--- config.mk ---
export PLATFORM = sky130hd
export DESIGN_NAME = ctrl_seq_flat
export DESIGN_NICKNAME = d
export VERILOG_FILES = /design/src/rtl/ctrl_seq_pkg.sv /design/src/rtl/ctrl_seq_if.sv /design/src/rtl/ctrl_seq_reg_sel_dec.sv /design/src/rtl/ctrl_seq.sv /design/src/flat_wrapper.sv
export SDC_FILE = /design/constraint.sdc
export NUM_CORES = 1
export LEC_CHECK = 0
export CORE_MARGIN = 2
export CORE_UTILIZATION = 32
export CTS_CLUSTER_SIZE = 10
export DETAILED_ROUTE_END_ITERATION = 7
export PLACE_DENSITY = 0.82
export SYNTH_ARGS = -nofsm -noshare
export SYNTH_HDL_FRONTEND = slang
export SYNTH_SLANG_ARGS = --single-unit
--- constraint.sdc ---
create_clock -name Clock -period 2.3 [get_ports Clock]
set_input_delay 0.46 -clock Clock [delete_from_list [all_inputs] [get_ports Clock]]
set_output_delay 0.46 -clock Clock [all_outputs]
set_load 0.01 [all_outputs]
--- src/rtl/ctrl_seq_pkg.sv ---
// ctrl_seq_pkg: state encoding, opcodes, IR field positions and opcode classification for ctrl_seq
package ctrl_seq_pkg;
  localparam logic [3:0] S_IDLE = 4'd0;
  localparam logic [3:0] S_T0   = 4'd1;
  localparam logic [3:0] S_T1   = 4'd2;
  localparam logic [3:0] S_T2   = 4'd3;
  localparam logic [3:0] S_T3   = 4'd4;
  localparam logic [3:0] S_T4   = 4'd5;
  localparam logic [3:0] S_T5   = 4'd6;
  localparam logic [3:0] S_T6   = 4'd7;
  localparam logic [3:0] S_HALT = 4'd8;
  typedef enum logic [3:0] {
    IDLE = S_IDLE, T0 = S_T0, T1 = S_T1, T2 = S_T2, T3 = S_T3,
    T4 = S_T4, T5 = S_T5, T6 = S_T6, HALT = S_HALT
  } state_t;
  localparam logic [4:0] OP_ADD  = 5'b00011;
  localparam logic [4:0] OP_SUB  = 5'b00100;
  localparam logic [4:0] OP_AND  = 5'b00101;
  localparam logic [4:0] OP_OR   = 5'b00110;
  localparam logic [4:0] OP_SHR  = 5'b00111;
  localparam logic [4:0] OP_SHL  = 5'b01000;
  localparam logic [4:0] OP_ROR  = 5'b01001;
  localparam logic [4:0] OP_ROL  = 5'b01010;
  localparam logic [4:0] OP_MUL  = 5'b01110;
  localparam logic [4:0] OP_DIV  = 5'b01111;
  localparam logic [4:0] OP_NEG  = 5'b10000;
  localparam logic [4:0] OP_NOT  = 5'b10001;
  localparam logic [4:0] OP_NOP  = 5'b11000;
  localparam logic [4:0] OP_HALT = 5'b11001;
  localparam int OP_HI = 31;
  localparam int OP_LO = 27;
  localparam int RA_HI = 26;
  localparam int RA_LO = 23;
  localparam int RB_HI = 22;
  localparam int RB_LO = 19;
  localparam int RC_HI = 18;
  localparam int RC_LO = 15;
  function automatic logic is_binary(input logic [4:0] op);
    return op >= OP_ADD && op <= OP_ROL;
  endfunction
  function automatic logic is_unary(input logic [4:0] op);
    return op == OP_NEG || op == OP_NOT;
  endfunction
  function automatic logic is_muldiv(input logic [4:0] op);
    return op == OP_MUL || op == OP_DIV;
  endfunction
  function automatic logic is_legal(input logic [4:0] op);
    return is_binary(op) || is_unary(op) || is_muldiv(op) || op == OP_NOP || op == OP_HALT;
  endfunction
endpackage

--- src/rtl/ctrl_seq_if.sv ---
// ctrl_seq_if: strobe/IR bundle between the control sequencer (master) and the bus datapath (slave)
interface ctrl_seq_if #(parameter int NUM_REGS = 16, parameter int OP_W = 5);
  logic [31:0] IR;
  logic mem_ready;
  logic PCout, MARin, IncPC, Read, MDRin, MDRout, IRin, Yin, Zin;
  logic Zlowout, Zhighout, HIin, LOin;
  logic [NUM_REGS-1:0] Rin, Rout;
  logic [OP_W-1:0] alu_op;
  logic run, illegal;
  modport master (
    input  IR, mem_ready,
    output PCout, MARin, IncPC, Read, MDRin, MDRout, IRin, Yin, Zin,
           Zlowout, Zhighout, HIin, LOin, Rin, Rout, alu_op, run, illegal
  );
  modport slave (
    output IR, mem_ready,
    input  PCout, MARin, IncPC, Read, MDRin, MDRout, IRin, Yin, Zin,
           Zlowout, Zhighout, HIin, LOin, Rin, Rout, alu_op, run, illegal
  );
endinterface

--- src/rtl/ctrl_seq_reg_sel_dec.sv ---
// reg_sel_dec: 4-bit register field to one-hot select; R0 is hardwired zero so bit 0 never asserts
module reg_sel_dec #(parameter int NUM_REGS = 16) (
  input  logic [3:0]          sel,
  input  logic                en,
  output logic [NUM_REGS-1:0] onehot
);
  always_comb onehot = (en && sel != 4'd0) ? NUM_REGS'(1) << sel : '0;
endmodule

--- src/rtl/ctrl_seq.sv ---
// ctrl_seq: hardwired Moore control unit sequencing fetch/execute of register-format ALU instructions.
// Define CTRL_ILLEGAL_TRAP_EN to trap illegal opcodes into HALT with illegal=1 (otherwise they run as nop).
module ctrl_seq
  import ctrl_seq_pkg::*;
#(
  parameter int NUM_REGS = 16,
  parameter int OP_W     = 5
) (
  input logic        Clock,
  input logic        clear,
  ctrl_seq_if.master bus
);
`ifdef CTRL_ILLEGAL_TRAP_EN
  localparam logic TRAP = 1'b1;
`else
  localparam logic TRAP = 1'b0;
`endif
  state_t state, state_n;
  logic ill_q, trap_hit, rin_en, rout_en, zin, unused_ir;
  logic [4:0] op;
  logic [3:0] ra, rb, rc, rout_sel;
  assign op        = bus.IR[OP_HI:OP_LO];
  assign ra        = bus.IR[RA_HI:RA_LO];
  assign rb        = bus.IR[RB_HI:RB_LO];
  assign rc        = bus.IR[RC_HI:RC_LO];
  assign unused_ir = ^bus.IR[RC_LO-1:0];
  assign trap_hit  = TRAP && state == T3 && !is_legal(op);
  always_ff @(posedge Clock or posedge clear)
    if (clear) begin
      state <= IDLE;
      ill_q <= 1'b0;
    end else begin
      state <= state_n;
      ill_q <= ill_q | trap_hit;
    end
  always_comb begin
    state_n      = state;
    bus.PCout    = 1'b0;
    bus.MARin    = 1'b0;
    bus.IncPC    = 1'b0;
    bus.Read     = 1'b0;
    bus.MDRin    = 1'b0;
    bus.MDRout   = 1'b0;
    bus.IRin     = 1'b0;
    bus.Yin      = 1'b0;
    bus.Zlowout  = 1'b0;
    bus.Zhighout = 1'b0;
    bus.HIin     = 1'b0;
    bus.LOin     = 1'b0;
    bus.run      = state != HALT;
    zin          = 1'b0;
    rin_en       = 1'b0;
    rout_en      = 1'b0;
    rout_sel     = rb;
    case (state)
      IDLE: state_n = T0;
      T0: begin
        bus.PCout = 1'b1;
        bus.MARin = 1'b1;
        bus.IncPC = 1'b1;
        state_n   = T1;
      end
      T1: begin
        bus.Read  = 1'b1;
        bus.MDRin = 1'b1;
        state_n   = bus.mem_ready ? T2 : T1;
      end
      T2: begin
        bus.MDRout = 1'b1;
        bus.IRin   = 1'b1;
        state_n    = T3;
      end
      T3: begin
        // mul/div stage ra into Y first; binary ops stage rb; unary ops go straight to Z
        rout_en  = is_binary(op) || is_unary(op) || is_muldiv(op);
        rout_sel = is_muldiv(op) ? ra : rb;
        bus.Yin  = is_binary(op) || is_muldiv(op);
        zin      = is_unary(op);
        state_n  = rout_en ? T4 : (op == OP_HALT || trap_hit) ? HALT : T0;
      end
      T4: begin
        rout_en     = !is_unary(op);
        rout_sel    = is_muldiv(op) ? rb : rc;
        zin         = !is_unary(op);
        bus.Zlowout = is_unary(op);
        rin_en      = is_unary(op);
        state_n     = is_unary(op) ? T0 : T5;
      end
      T5: begin
        bus.Zlowout = 1'b1;
        bus.LOin    = is_muldiv(op);
        rin_en      = !is_muldiv(op);
        state_n     = is_muldiv(op) ? T6 : T0;
      end
      T6: begin
        bus.Zhighout = 1'b1;
        bus.HIin     = 1'b1;
        state_n      = T0;
      end
      HALT: state_n = HALT;
      default: state_n = IDLE;
    endcase
  end
  assign bus.Zin     = zin;
  assign bus.alu_op  = zin ? OP_W'(op) : '0;
  assign bus.illegal = ill_q;
  reg_sel_dec #(.NUM_REGS(NUM_REGS)) u_rin  (.sel(ra),       .en(rin_en),  .onehot(bus.Rin));
  reg_sel_dec #(.NUM_REGS(NUM_REGS)) u_rout (.sel(rout_sel), .en(rout_en), .onehot(bus.Rout));
endmodule

--- src/flat_wrapper.sv ---
// flat-port wrapper written by rule: the top's interface ports become plain ports
module ctrl_seq_flat import ctrl_seq_pkg::*;
#(
  parameter int NUM_REGS = 16,
  parameter int OP_W     = 5
)
  (Clock, clear, bus_IR, bus_mem_ready, bus_PCout, bus_MARin, bus_IncPC, bus_Read, bus_MDRin, bus_MDRout, bus_IRin, bus_Yin, bus_Zin, bus_Zlowout, bus_Zhighout, bus_HIin, bus_LOin, bus_Rin, bus_Rout, bus_alu_op, bus_run, bus_illegal);
  ctrl_seq_if #(.NUM_REGS(NUM_REGS), .OP_W(OP_W)) bus_i ();
  input logic Clock;
  input logic clear;
  input wire logic [$bits(bus_i.IR)-1:0] bus_IR;
  input wire logic [$bits(bus_i.mem_ready)-1:0] bus_mem_ready;
  output wire logic [$bits(bus_i.PCout)-1:0] bus_PCout;
  output wire logic [$bits(bus_i.MARin)-1:0] bus_MARin;
  output wire logic [$bits(bus_i.IncPC)-1:0] bus_IncPC;
  output wire logic [$bits(bus_i.Read)-1:0] bus_Read;
  output wire logic [$bits(bus_i.MDRin)-1:0] bus_MDRin;
  output wire logic [$bits(bus_i.MDRout)-1:0] bus_MDRout;
  output wire logic [$bits(bus_i.IRin)-1:0] bus_IRin;
  output wire logic [$bits(bus_i.Yin)-1:0] bus_Yin;
  output wire logic [$bits(bus_i.Zin)-1:0] bus_Zin;
  output wire logic [$bits(bus_i.Zlowout)-1:0] bus_Zlowout;
  output wire logic [$bits(bus_i.Zhighout)-1:0] bus_Zhighout;
  output wire logic [$bits(bus_i.HIin)-1:0] bus_HIin;
  output wire logic [$bits(bus_i.LOin)-1:0] bus_LOin;
  output wire logic [$bits(bus_i.Rin)-1:0] bus_Rin;
  output wire logic [$bits(bus_i.Rout)-1:0] bus_Rout;
  output wire logic [$bits(bus_i.alu_op)-1:0] bus_alu_op;
  output wire logic [$bits(bus_i.run)-1:0] bus_run;
  output wire logic [$bits(bus_i.illegal)-1:0] bus_illegal;
  assign bus_i.IR = bus_IR;
  assign bus_i.mem_ready = bus_mem_ready;
  assign bus_PCout = bus_i.PCout;
  assign bus_MARin = bus_i.MARin;
  assign bus_IncPC = bus_i.IncPC;
  assign bus_Read = bus_i.Read;
  assign bus_MDRin = bus_i.MDRin;
  assign bus_MDRout = bus_i.MDRout;
  assign bus_IRin = bus_i.IRin;
  assign bus_Yin = bus_i.Yin;
  assign bus_Zin = bus_i.Zin;
  assign bus_Zlowout = bus_i.Zlowout;
  assign bus_Zhighout = bus_i.Zhighout;
  assign bus_HIin = bus_i.HIin;
  assign bus_LOin = bus_i.LOin;
  assign bus_Rin = bus_i.Rin;
  assign bus_Rout = bus_i.Rout;
  assign bus_alu_op = bus_i.alu_op;
  assign bus_run = bus_i.run;
  assign bus_illegal = bus_i.illegal;
  ctrl_seq #(.NUM_REGS(NUM_REGS), .OP_W(OP_W)) u_core (.Clock(Clock), .clear(clear), .bus(bus_i));
endmodule
==> results of run 1 <==
metal layers:
layer / up-vias / global-route usage, % / part of all wire, % / wire, um
met5: - / 0 / 0 / 0
met4: 0 / 11.7 / 2.5 / 123
met3: 15 / 3.28 / 7.7 / 376
met2: 86 / 47.1 / 52 / 2560
met1: 735 / 31.8 / 38 / 1850
li1: 698 / - / - / -
metrics by stage:
stage	power [uW]	setup slack (ns)	instances	area (sq um)	util (%)
3_3_place_gp	969	-0.856	249	1780	59.9
4_1_cts	1300	-0.158	271	2030	68.2
6_report	1480	-0.301	280	2220	74.6
3_5_place_dp	980	-0.944	249	1780	59.9
5_1_grt	1540	-0.356	280	2220	74.6
2_1_floorplan	668	0.0900	137	987	-
cell usage in the layout (no fill, tap or decap), types with 3 or more instances in the layout:
cell type,Yosys,routed
buf_4,10,38
buf_2,1,35
nor2_1,35,27
clkdlybuf4s50_1,0,19
buf_6,4,18
nor3_2,0,6
nor2_2,0,6
dlygate4sd2_1,0,6
o21ai_2,1,5
nand3_4,0,5
dlymetal6s2s_1,0,5
and2_1,4,4
o22a_4,0,4
o221ai_4,0,4
nand2_1,6,3
nand2_2,0,3
nand2b_1,3,3
conb_1,1,3
clkbuf_4,0,3
dfrtp_1,4,3
layout make-up:
class | count | area, sq um
Clock buffer | 3 | 22.5
Fill cell | 192 | 757
Inverter | 1 | 3.75
Multi-Input combinational cell | 117 | 1080
Sequential cell | 4 | 101
Tap cell | 33 | 41.3
Timing Repair Buffer | 122 | 973
worst max-delay path: cells and delay by family (launching register included):
kind	cells	cell delay [ns]
AOI/OAI and AO/OA	2	0.19
and+or+nand+nor	4	0.96
DFF	1	0.40
buffers and inverters	2	0.32
path summary, 6_finish.rpt:
path,startpoint,end,slack (ns),cells past startpoint
worst max-delay path,u_core.state[1],bus_Rout[5],-0.30,8
worst min-delay path,clear,u_core.state[1],0.37,2
worst max register to register,u_core.state[0],u_core.state[2],0.51,5
worst min register to register,u_core.state[0],u_core.state[0],0.70,2
max in group asynchronous,clear,u_core.state[3],1.76,2
min in group Clock,bus_IR[31],u_core.state[3],0.68,4
repair_timing:
action / CTS / global route
buffers inserted: 18 / 9
endpoints found under the hold margin: 0 / 0
pin swaps: 28 / 25
gates resized for setup: 196 / 47
setup endpoints to repair: 42 / 46
gates cloned: 1 / 0
cells by family (layout without fill, tap and decap cells):
family | after synthesis | count (layout) | share of synthesized area (%)
other | 1 | 3 | 0.383
AND/OR/NAND/NOR | 90 | 91 | 54.4
XOR/XNOR | 2 | 2 | 1.79
AO/OA/AOI/OAI | 21 | 21 | 19.7
buffers and inverters | 17 | 126 | 13.5
flip-flops | 4 | 4 | 10.2
power by group:
group	total (uW)	switching (uW)	internal, uW
sequential	127	28.4	98.3
combinational	1250	617	632
clock	104	44.4	59.4
==> metrics list, run 1 <==
* Result of the run: complete, but fails checks
- The checks that failed: setup timing.
- In this run the clock root is driven by a clkbuf_4.
- Synth Cell Area: 980 sq um
- The number of global-route vias before repair is 1,456.
* Launching element type of the critical path: flop
- Final TNS setup: -4.03 ns
* Number of warning messages in the yosys log: 0
* Number of synthesized register bits: 4
* Number of I/O port buffers: 68
* Highest net fanout along the worst path: 4
* DR pass1 iterations: 4
- Number of slew-limit violations in the final report: 0
- In this run the core area contains 20 standard-cell rows.
* Drt initial violations: 79
* Critical path's largest stage delay: 0.45 ns
- Pin placement for this block handled 87 I/O pins.
* TritonCTS Sinks: 4
- Crit-path cells: or3b_4, nor3_2, o21ai_2, buf_4, o221ai_4, nand3_4, nor2_1, buf_2
- Biggest area contributors in the synthesized netlist: nor2_1, dfrtp_1, buf_4
* Biggest register: u_core.state
* Endpoint type of the worst setup path: output pin
- Required arrival time at the worst endpoint: 1.84 ns
* Cell count after synthesis: 135
- The count of endpoints failing hold in the final timing report was 0.
- HP Class: in -> async
- VDD sags by at most 0.620 mV.
* Antenna violations before repair: 0
- The critical path in this run is classified as reg -> out.
- Power per Cell Area: 666 nW/um^2
- Dpl hpwl: 2630 um
- In the post-route analysis, the smallest setup slack over all paths is -0.301 ns.
* Die Y: 59.3 um
* Most used flip-flop cell after synthesis: dfrtp_1
- Buffers inserted during clock tree synthesis total 3.
- The clock passes through at most 2 buffers.
* Number of nets in the final layout: 284
* Floorplan Core Area: 2980 sq um
* Diode count: 0
* Flip-flop count of the largest register, all copies and words added: 4
- Detailed-route via count: 1,534
* Count of maximum capacitance violations: 0
- Most frequent cell after synthesis: nor2_1
- Clock Latency Late Sink: 0.27 ns
* Die outline width: 59.3 um
- Starting density of the core: 32.9%
- Yosys mapped a number of flops with a built-in enable equal to 0.
- Pin count of the biggest net entering global routing: 15
- Clock-pin slew on the worst setup and hold paths: 0.05 ns
* Post-CTS Hold Buffers: 0
- Setup clock skew after layout: 0.0121 ns
- For this run, the total global-route usage over all layers was measured as 26.6%.
* Vias per Instance: 5.48
- Dominant cell type by area after synthesis: nor2_1
* Count of antenna-violating nets left after detailed routing: 0
* Leak Pwr: 0.00107 uW
- The final layout contains routed wiring with a total length of 4910 um.
- For this run, asynchronously set or reset flops after synthesis account for 100%.
* Routed length per instance: 17.5 um
* Yosys cell types: 45
- Number of H-tree branching levels: 1
- Arrival time at the worst endpoint: 2.14 ns
- Based on the critical path, the design can be clocked at up to 385 MHz.
- Final RePlAce weighted congestion: 0.813
- Register area share after synthesis: 10.2%
* Period utilization: 113%
* Setup repair after global routing missed its margin: true
* Final setup fails: 29
- Die area: 3520 sq um
* Minimum period implied by the final worst setup slack: 2.60 ns
* First-pass GRT wire length: 6990 um
- Fraction of layout cells with a size suffix above 1: 62.8%
* DRC violations left: 0
- After synthesis, the most frequently instantiated cells are nor2_1, buf_4, nor3_1.
* Share of the synthesized area in the top cell type: 13.4%
- CTS tree: yes
- Slowest CP cell: or3b_4
- The largest registers in the layout are u_core.state (4).
* Area Growth Syn to Fin: 127%
- Total global routing overflow: 0
- Mean cell area of the mapped netlist: 7.26 sq um
- Hold Worst Slack: 0.375 ns
Power figures use the tool's default switching activity.
==> run 2: changes to the inputs <==
--- a/config.mk
+++ b/config.mk
@@ -6,10 +6,12 @@
 export NUM_CORES = 1
 export LEC_CHECK = 0
 export CORE_MARGIN = 2
-export CORE_UTILIZATION = 32
+export CORE_UTILIZATION = 45
 export CTS_CLUSTER_SIZE = 10
 export DETAILED_ROUTE_END_ITERATION = 7
-export PLACE_DENSITY = 0.82
+export DONT_BUFFER_PORTS = 1
+export PLACE_DENSITY_LB_ADDON = 0.1
 export SYNTH_ARGS = -nofsm -noshare
 export SYNTH_HDL_FRONTEND = slang
+export SYNTH_HIERARCHICAL = 1
 export SYNTH_SLANG_ARGS = --single-unit
==> metrics list, run 2 <==
- Die area: 2450 sq um (-30%)
* Biggest register: u_core/state
- DR pass1 iterations: 4 (unchanged)
- The number of design rule violations left after detail routing is 0 (unchanged).
- Final setup fails: 16 (-45%)
* Startpoint of the most critical register-to-register path: u_core/state[1]
- Diode count: 0 (unchanged)
- Number of cells on the worst hold path: 3
- The final wirelength is 3180 um (-35%).
* Number of warning messages in the yosys log: 6 (+6)
- The average size of a mapped cell came to 6.29 sq um (-13%).
- The all-layer global routing usage was 24.1% (-2.5 points).
- Final RePlAce weighted congestion: 0.758 (-6.8%)
- STA classifies the critical path endpoint as an output pin.
* Die outline width: 49.5 um (-17%)
- Required arrival time at the worst endpoint: 1.84 ns (about the same)
* Clock Latency Late Sink: 0.23 ns (-0.04 ns)
- The synthesized design spends more area on one cell type than any other, namely nor2_1.
- The final critical-path share of the clock period came to 106% (-7.4 points).
- The number of primary I/O pins came to 87 (unchanged).
- The final layout net count is 205 (-28%).
- Counting instances in the post-synthesis netlist gives the leading cell types as nor2_1, a21oi_1, nand2_1, nor3_1, nand2b_1.
- Leaving out fill and tap cells, the most frequent cell in the layout is buf_4.
- Measured against its own limit, the worst slew margin works out to 64.8%.
- The wire length per cell is 16.3 um (-7.1%).
* Number of enable flip-flop cells after synthesis: 0 (unchanged)
- The fraction of synthesized cell area taken by the top area cell type is 14.9% (+1.5 points).
- The post-route worst setup slack came to -0.130 ns (+0.170 ns).
* HP Class: in -> reg
- Minimum period implied by the final worst setup slack: 2.43 ns (-0.170 ns)
- The number of antenna violations at the first check in global routing is 0 (unchanged).
* Class of the most critical setup path: reg -> out
- Die Y: 49.5 um (-17%)
* Most used flip-flop cell after synthesis: dfrtp_1
* Synth Area in XOR/XNOR: 0.941% (-0.85 points)
- By area the synthesized netlist is led by nor2_1, dfrtp_1, o221ai_1.
- Compound-cell area share of the yosys netlist: 18.3% (-1.4 points)
* Starting density of the core: 47.4% (+15 points)
* Setup clock skew after layout: 0.000933 ns (-0.0111 ns)
* Yosys cell types: 36 (-20%)
- The maximum achievable frequency is 411 MHz (+7.0%).
* Cell count of the worst reg-to-reg path: 6 (+1)
* Clock-pin slew on the worst setup and hold paths: 0.04 ns (about the same)
- Hold path startpoint: bus_IR[27]
- Buffers from clock root to sink, at most: 2 (unchanged)
* Number of synthesized register bits: 4 (unchanged)
- Number of slew-limit violations in the final report: 0 (unchanged)
- Count of antenna-violating nets left after detailed routing: 0 (unchanged)
- Hold Worst Slack: 0.434 ns (+0.0590 ns)
- The final reports fail on setup timing.
* Total global routing overflow: 0 (unchanged)
- In this run the critical register-to-register path is captured at u_core/state[2].
- At the pin with the least slew margin, the transition time is 0.523 ns.
* Launching element type of the critical path: flop
* Via count of the first global-routing pass: 1,044 (-28%)
- Setup repair after global routing could not meet its margin everywhere.
- The initial detailed-routing violation count was 18 (-77%).
- Number of I/O port buffers: 0 (-100%)
* Count of maximum capacitance violations: 0 (unchanged)
- Biggest registers after layout: u_core/state (4)
* Pin count of the biggest net entering global routing: 16 (+1)
* Hold path endpoint: u_core/state[0]
- The vias per cell was 6.06 (+11%).
- Result of the run: complete, but fails checks
- The deepest level of the CTS H-tree was 1 (unchanged).
- The number of buffers created by CTS was 3 (unchanged).
- Simple-gate area share of the yosys netlist: 53.5% (-0.91 points)
- Fraction of layout cells with a size suffix above 1: 47.6% (-15 points)
* Worst IR Drop VDD: 0.600 mV (-3.3%)
- Power after layout: 1230 uW (-17%)
* Worst setup slack for register-to-register paths: 0.89 ns (+0.38 ns)
- The data arrival time of the worst path came to 1.97 ns (-0.17 ns).
* Design Area, Final: 1350 sq um (-39%)
- CTS tree: yes
- The most common cell in the synthesized netlist is nor2_1.
- TritonCTS Sinks: 4 (unchanged)
- Power per Cell Area: 912 nW/um^2 (+37%)
* Leak Pwr: 0.000499 uW (-53%)
- The post-synthesis async set-or-reset flop share was 100% (unchanged).
- Post-synthesis mux area share: 3.36% (+3.4 points)
- The sequential element share of the synthesized area was 10.8% (+0.54 points).
- Area share of fa/ha/maj cells after synthesis: 0% (unchanged)
- The final HPWL from detailed placement was 2110 um (-20%).
* Instance area after placement: 1090 sq um (-39%)
- By area, the combinational part of the netlist is dominated by simple AND/OR/NAND/NOR gates.
- The global-route wire length before repair was 4780 um (-32%).
- The number of flip-flops in the largest register was 4 (unchanged).
* Floorplan Core Area: 1960 sq um (-34%)
- The cell area after technology mapping is 931 sq um (-5.0%).
- The number of cells produced by synthesis came to 148 (+9.6%).
* Number of rows in the core area: 16 (-20%)
- Commonest non-fill, non-tap cells in the layout: buf_4, nor2_1, nor2_4, nand2_1, nor3_2
* Highest net fanout along the worst path: 4 (unchanged)
- From synthesis to final layout, the design area changed by 45.4%.
* Net count of the mapped netlist: 183
* Root Buffer: clkbuf_4
- Detailed-route via count: 1,182 (-23%)
- The count of endpoints failing hold in the final timing report was 0 (unchanged).
==> run 2: area by class of cell <==
cell class | count | area [sq um]
Sequential cell | 4 | 101
Inverter | 3 | 11.3
Clock buffer | 3 | 22.5
Tap cell | 27 | 33.8
Timing Repair Buffer | 33 | 258
Fill cell | 179 | 608
Multi-Input combinational cell | 125 | 927
==> run 2: power by group <==
group          switching [uW]  internal, uW
Combinational             561           456
Sequential               36.7          98.4
Clock                    24.9          58.1
Total                     622           612
==> run 2: through the flow <==
stage / setup slack [ns] / std cells / setup TNS (ns) / utilization, %
final: -0.130 / 195 / -1.01 / 69.0
after floorplan: -0.175 / 148 / -0.618 / -
after CTS: -0.0941 / 185 / -0.786 / 62.7
after global placement: 0.0667 / 180 / 0 / 55.7
after global routing: -0.272 / 195 / -3.07 / 69.0
after detailed placement: -0.0209 / 180 / -0.0209 / 55.7
==> run 2: cells by family (layout without fill, tap and decap cells) <==
kind of cell           count (synthesis)  in the layout
AO/OA/AOI/OAI                         25             25
XOR/XNOR                               1              1
buffers and inverters                 19             39
flip-flops                             4              4
multiplexers                           3              3
other                                  3              3
AND/OR/NAND/NOR                       93             93
==> run 2: critical path: stages (launching register included) <==
cell	delay [ns]
dfrtp_1	0.41
nor3b_4	0.28
nand2_2	0.14
o221ai_1	0.24
a21oi_2	0.15
buf_4	0.17
nor3_2	0.20
buf_4	0.15
==> run 2: layer usage <==
metal  part of all wire (%)  up-vias  global-route usage [%]
met4                   0.50        0                    9.26
li1                       -      555                       -
met5                      0        -                       0
met3                    7.0        2                    3.33
met1                     36      571                    27.0
met2                     57       54                    45.5
==> run 2: timing repair <==
action / in CTS / in global routing
gates resized for setup: 26 / 11
hold buffers: 1 / 0
pin swaps: 12 / 9
buffers inserted: 2 / 10
hold endpoints to repair: 4 / 0
setup endpoints to repair: 18 / 30
==> run 2: worst max path at each step <==
stage / from / endpoint / slack [ns] / cells after the start
finish: u_core/state[1] / bus_Rout[1] / -0.13 / 7
floorplan: bus_IR[29] / bus_Rin[12] / -0.18 / 7
global route: u_core/state[3] / bus_Rout[1] / -0.27 / 7
detailed placement: bus_IR[31] / bus_Rout[3] / -0.02 / 7
CTS: u_core/state[1] / bus_Rout[12] / -0.09 / 6
global placement: bus_IR[30] / bus_Rout[4] / 0.07 / 6
